<file path="config.mk">
export PLATFORM = sky130hd
export DESIGN_NAME = valu_req_issuer
export DESIGN_NICKNAME = d
export VERILOG_FILES = /design/src/rtl/valu_req_issuer.sv
export SDC_FILE = /design/constraint.sdc
export NUM_CORES = 1
export LEC_CHECK = 0
export BUFFER_PORTS_ARGS = -buffer_cell sky130_fd_sc_hd__clkbuf_2
export CAP_MARGIN = 30
export CORE_MARGIN = 2
export CORE_UTILIZATION = 40
export CTS_CLUSTER_DIAMETER = 50
export CTS_CLUSTER_SIZE = 30
export DETAILED_ROUTE_END_ITERATION = 12
export HOLD_SLACK_MARGIN = 0.03
export PLACE_DENSITY_LB_ADDON = 0.2
export SETUP_SLACK_MARGIN = 0.02
export SYNTH_ARGS = -nofsm -noshare
export SYNTH_HDL_FRONTEND = slang
export SYNTH_SLANG_ARGS = --single-unit
</file>
<file path="constraint.sdc">
create_clock -name i_clk -period 4.4 [get_ports i_clk]
set_input_delay 0.22 -clock i_clk [delete_from_list [all_inputs] [get_ports i_clk]]
set_output_delay 0.22 -clock i_clk [all_outputs]
set_load 0.005 [all_outputs]
</file>
<file path="src/rtl/valu_req_issuer.sv">
// Vector ALU request issuer: turns one vector command into a stream of
// DATA_WIDTH-wide request beats, held stable under valid/ready backpressure.
module valu_req_issuer #(
  parameter int DATA_WIDTH    = 64,
  parameter int BYTE_EN_WIDTH = DATA_WIDTH / 8,
  parameter int ADDR_WIDTH    = 32,
  parameter int VL_WIDTH      = 12,
  parameter int OPSEL_WIDTH   = 9
) (
  input  logic                     i_clk,
  input  logic                     i_rst,
  input  logic                     i_cmd_valid,
  output logic                     o_cmd_ready,
  input  logic [VL_WIDTH-1:0]      i_cmd_vl,
  input  logic [1:0]               i_cmd_sew,
  input  logic [ADDR_WIDTH-1:0]    i_cmd_addr,
  input  logic [OPSEL_WIDTH-1:0]   i_cmd_opsel,
  input  logic                     i_cmd_avg,
  output logic                     o_req_valid,
  input  logic                     i_req_ready,
  output logic [ADDR_WIDTH-1:0]    o_req_addr,
  output logic [BYTE_EN_WIDTH-1:0] o_req_be,
  output logic [2:0]               o_req_start_idx,
  output logic                     o_req_start,
  output logic                     o_req_end,
  output logic [1:0]               o_req_sew,
  output logic [OPSEL_WIDTH-1:0]   o_req_opsel,
  output logic                     o_req_avg,
  output logic                     o_busy
);

  typedef enum logic {S_IDLE, S_ISSUE} state_t;

  localparam logic [VL_WIDTH-1:0] BE_CNT = VL_WIDTH'(BYTE_EN_WIDTH);

  state_t                   r_state, w_state_nxt;
  logic [VL_WIDTH-1:0]      r_rem, r_b;
  logic [ADDR_WIDTH-1:0]    r_addr;
  logic [1:0]               r_sew;
  logic [OPSEL_WIDTH-1:0]   r_opsel;
  logic                     r_avg;

  logic                     w_issue, w_accept, w_xfer, w_end;
  logic [VL_WIDTH-1:0]      w_epb, w_nbytes, w_prod;
  logic [BYTE_EN_WIDTH-1:0] w_be_part, w_be;

  assign w_issue  = (r_state == S_ISSUE);
  assign w_accept = i_cmd_valid & (r_state == S_IDLE);
  assign w_xfer   = w_issue & i_req_ready;
  assign w_epb    = BE_CNT >> r_sew;
  assign w_end    = (r_rem <= w_epb);
  assign w_nbytes = r_rem << r_sew;
  assign w_prod   = r_b * w_epb;

  // Partial beat: only the bytes of the remaining elements are enabled.
  always_comb begin
    w_be_part = '0;
    for (int i = 0; i < BYTE_EN_WIDTH; i++)
      w_be_part[i] = (VL_WIDTH'(i) < w_nbytes);
    w_be = (r_rem >= w_epb) ? '1 : w_be_part;
  end

  always_ff @(posedge i_clk or posedge i_rst) begin
    if (i_rst) r_state <= S_IDLE;
    else       r_state <= w_state_nxt;
  end

  always_comb begin
    w_state_nxt = r_state;
    o_cmd_ready = 1'b0;
    o_req_valid = 1'b0;
    o_busy      = 1'b0;
    case (r_state)
      S_IDLE: begin
        o_cmd_ready = 1'b1;
        if (w_accept && (i_cmd_vl != '0)) w_state_nxt = S_ISSUE;
      end
      S_ISSUE: begin
        o_req_valid = 1'b1;
        o_busy      = 1'b1;
        if (w_xfer && w_end) w_state_nxt = S_IDLE;
      end
      default: w_state_nxt = S_IDLE;
    endcase
  end

  // A zero-length command is consumed without touching the beat state.
  always_ff @(posedge i_clk or posedge i_rst) begin
    if (i_rst) begin
      r_rem   <= '0;
      r_b     <= '0;
      r_addr  <= '0;
      r_sew   <= '0;
      r_opsel <= '0;
      r_avg   <= 1'b0;
    end else if (w_accept && (i_cmd_vl != '0)) begin
      r_rem   <= i_cmd_vl;
      r_b     <= '0;
      r_addr  <= i_cmd_addr;
      r_sew   <= i_cmd_sew;
      r_opsel <= i_cmd_opsel;
      r_avg   <= i_cmd_avg;
    end else if (w_xfer && !w_end) begin
      r_rem  <= r_rem - w_epb;
      r_b    <= r_b + 1'b1;
      r_addr <= r_addr + 1'b1;
    end
  end

  assign o_req_addr      = r_addr;
  assign o_req_sew       = r_sew;
  assign o_req_opsel     = r_opsel;
  assign o_req_avg       = r_avg;
  assign o_req_be        = w_issue ? w_be : '0;
  assign o_req_start_idx = w_issue ? w_prod[2:0] : 3'd0;
  assign o_req_start     = w_issue & (r_b == '0);
  assign o_req_end       = w_issue & w_end;

endmodule

</file>
==> run metrics <==
Crit path arrival time ~3.8 ns; total gr overflow 0; commonest non-fill, non-tap cell in the layout clkbuf_2; Starting Density 0.410; worst skew pair latency 0.34 ns; EDFF count, synth 0; Longest Clk Path Bufs 2; global-route wire length before repair 19500 um; largest net degree at the start of global routing 57; post_cts resized 0; Rows 37; asr flop ratio synth 1.00; Peak VDD IR 0.255 mV; share of cells above drive strength 1 0.254; cells on worst reg2reg path 8; critical path data required time about 4.7 ns; syn avg cell area 8.69 um^2; Hold Vio Cnt, Final 0; leakage roughly 2.3 nW; post-route ant nets 0; Worst Tran Pin Value between 0.9 and 1 ns; Setup TNS 0 ns; htree depth 3; status finished clean; setup bufs post-CTS 0; Post-Synthesis Cells 485; gpl congestion 0.920; vias in the first global route 3887; root buffer selected by CTS clkbuf_8; area grow syn2layout 21.3%; maxcap violations 0; reg2reg start o_req_sew[0]$_DFFE_PP0P_; relative slew slack 0.384; PortBufs 119; #FFs+latches synth 69; Post-Place Cells just over 700; via-per-instance ratio 5.70; Crit Path Class flip-flop to flip-flop; Synth Warn # 0; Final Total Pwr between 3 and 4 mW; DIE HEIGHT 107 um; average wire per standard cell 16.1 um; vias 4147; crit share post-route 0.795; initial DRC count 237; RSZ-0062 raised after global routing no; commonest non-fill, non-tap cells in the layout clkbuf_2 (119), nand2_1 (72), dfrtp_1 (69); DP HPWL 8280 um; gr usage total 0.212; FF-to-FF End r_rem[10]$_DFFE_PP0P_; Min-Delay Path Class input port to async pin; number of buffers created by CTS 9; # fillers between 1k and 1.5k; final setup vio count 0; ys flop type dfrtp_1; initial antenna violation count 0; Slew Viols, Final 0; final wirelength 11700 um; Post-Synthesis Cell Area 4210 um^2; Pwr Density 652 nW/um^2; fin cells 727; CP Launch Type flip-flop; antenna cell count 0; Design Area, Final 5110 um^2; CP max FO 26; crit path to r_rem[10]$_DFFE_PP0P_; f_max 286 MHz; Initial DRT Pass Iterations 5; drt drc 0; Core Box Area 10300 um^2; Setup Skew 0.00595 ns; nets@finish 657; Distinct cells, synth 57; CTS clk-pin slew, worst paths ~0.070 ns; CTS tree done; post-synthesis sequential area ratio 0.410; R2R Setup Slk ~0.90 ns; DP Area 4910 um^2; I/O pin total 120; min Tclk post-route 3.50 ns; crit path launch o_req_sew[0]$_DFFE_PP0P_; Post-CTS Hold Buffers 0; Die Area ~11000 um^2; Final Util 0.497; clk sinks between 60 and 70; die width 107 um; Post-Syn Nets 554; crit path capture type flip-flop
## through the flow
stage	hold slack [ns]	setup slack, ns
global route	0.0607	0.474
floorplan	0.325	1.28
finish	0.0631	0.901
CTS	0.0566	0.903
detailed placement	0.417	0.931
global placement	0.409	1.04
## worst min-delay path by stage
stage / depth (start not counted) / to / startpoint
2_1_floorplan: 2 / o_req_avg$_DFFE_PP0P_ / i_cmd_avg
6_report: 2 / o_req_avg$_DFFE_PP0P_ / i_rst
3_3_place_gp: 3 / o_req_opsel[6]$_DFFE_PP0P_ / i_cmd_opsel[6]
4_1_cts: 3 / o_req_opsel[0]$_DFFE_PP0P_ / i_cmd_opsel[0]
3_5_place_dp: 3 / o_req_opsel[0]$_DFFE_PP0P_ / i_cmd_opsel[0]
5_1_grt: 3 / o_req_opsel[0]$_DFFE_PP0P_ / i_cmd_opsel[0]
## sequential cells by signal (all words and copies together), names as in the netlist
register,flops
o_req_opsel,9
o_req_sew,2
o_req_addr,32
r_rem,12
r_b,12
r_state,1
o_req_avg,1
## cell type report
| class | instances | area (um^2) | area share |
|---|---|---|---|
| multi-input cells | 366 | 2300 | 0.450 |
| flip-flops and latches | 69 | 1730 | 0.338 |
| repair buffers | 124 | 646 | 0.126 |
| well taps | 136 | 170 | 0.0333 |
| clock buffers | 13 | 169 | 0.0330 |
| inverters | 18 | 67.6 | 0.0132 |
| clock inverters | 1 | 30.0 | 0.00588 |
## layer usage
metal | wire length [um] | global-route usage | vias to the layer above
met2 | 5480 | 0.338 | 127
met3 | 626 | 0.0407 | 14
met5 | 0 | 0 | -
met4 | 115 | 0.0575 | 0
li1 | - | - | 2045
met1 | 5520 | 0.295 | 1961
## worst max-delay path, stage by stage, from the launching register on
cell and delay (ns):
dfrtp_1 0.53, or2_2 0.36, ha_1 0.32, and4_1 0.22
nor4_1 0.76, nor2_2 0.34, buf_12 0.26, or4_1 0.46
a31oi_1 0.17
## cell usage after synthesis, types with 2 or more instances
cell        n  area, um^2
o311ai_0    5        43.8
a221o_1    20         200
or2_2       3        18.8
buf_6       2        22.5
inv_1      18        67.6
nor4_1     12        75.1
o21bai_1    5        37.5
nand2b_1    3        18.8
a311o_1     2        20.0
or4_1      15         113
or3_1      13        81.3
o211ai_1    2        15.0
a2111oi_0   2        17.5
and3_1     10        62.6
o311ai_1    2        17.5
a21oi_1    14        70.1
a211oi_1    3        22.5
and2_1      7        43.8
o21ai_0    23         115
nor3_1     13        65.1
nand2_1    72         270
o21a_1      2        15.0
xnor2_1     5        43.8
o31a_1      2        17.5
a22oi_1     2        15.0
nor2_1     34         128
nand3_1    18        90.1
nor4b_1     2        17.5
o41ai_1     2        17.5
clkbuf_1   24        90.1
and4_1      5        43.8
ha_1        8         100
buf_2       4        20.0
a21o_1      8        60.1
o31ai_1    11        82.6
a31oi_1    15        93.8
o22ai_1     2        12.5
nand4_1     8        50.1
dfrtp_1    69        1730
## logic make-up after synthesis
kind of cell	share of synthesized area
simple gates	0.263
compound gates	0.231
flops	0.410
buf+inv	0.0502
fa+ha+maj	0.0285
xor+xnor	0.0125
mux	0.00505
## report_power, final
group          switching [mW]  internal, mW
clock                   0.231         0.303
sequential              0.367         0.892
combinational           0.835         0.704
Power figures use the tool's default switching activity.
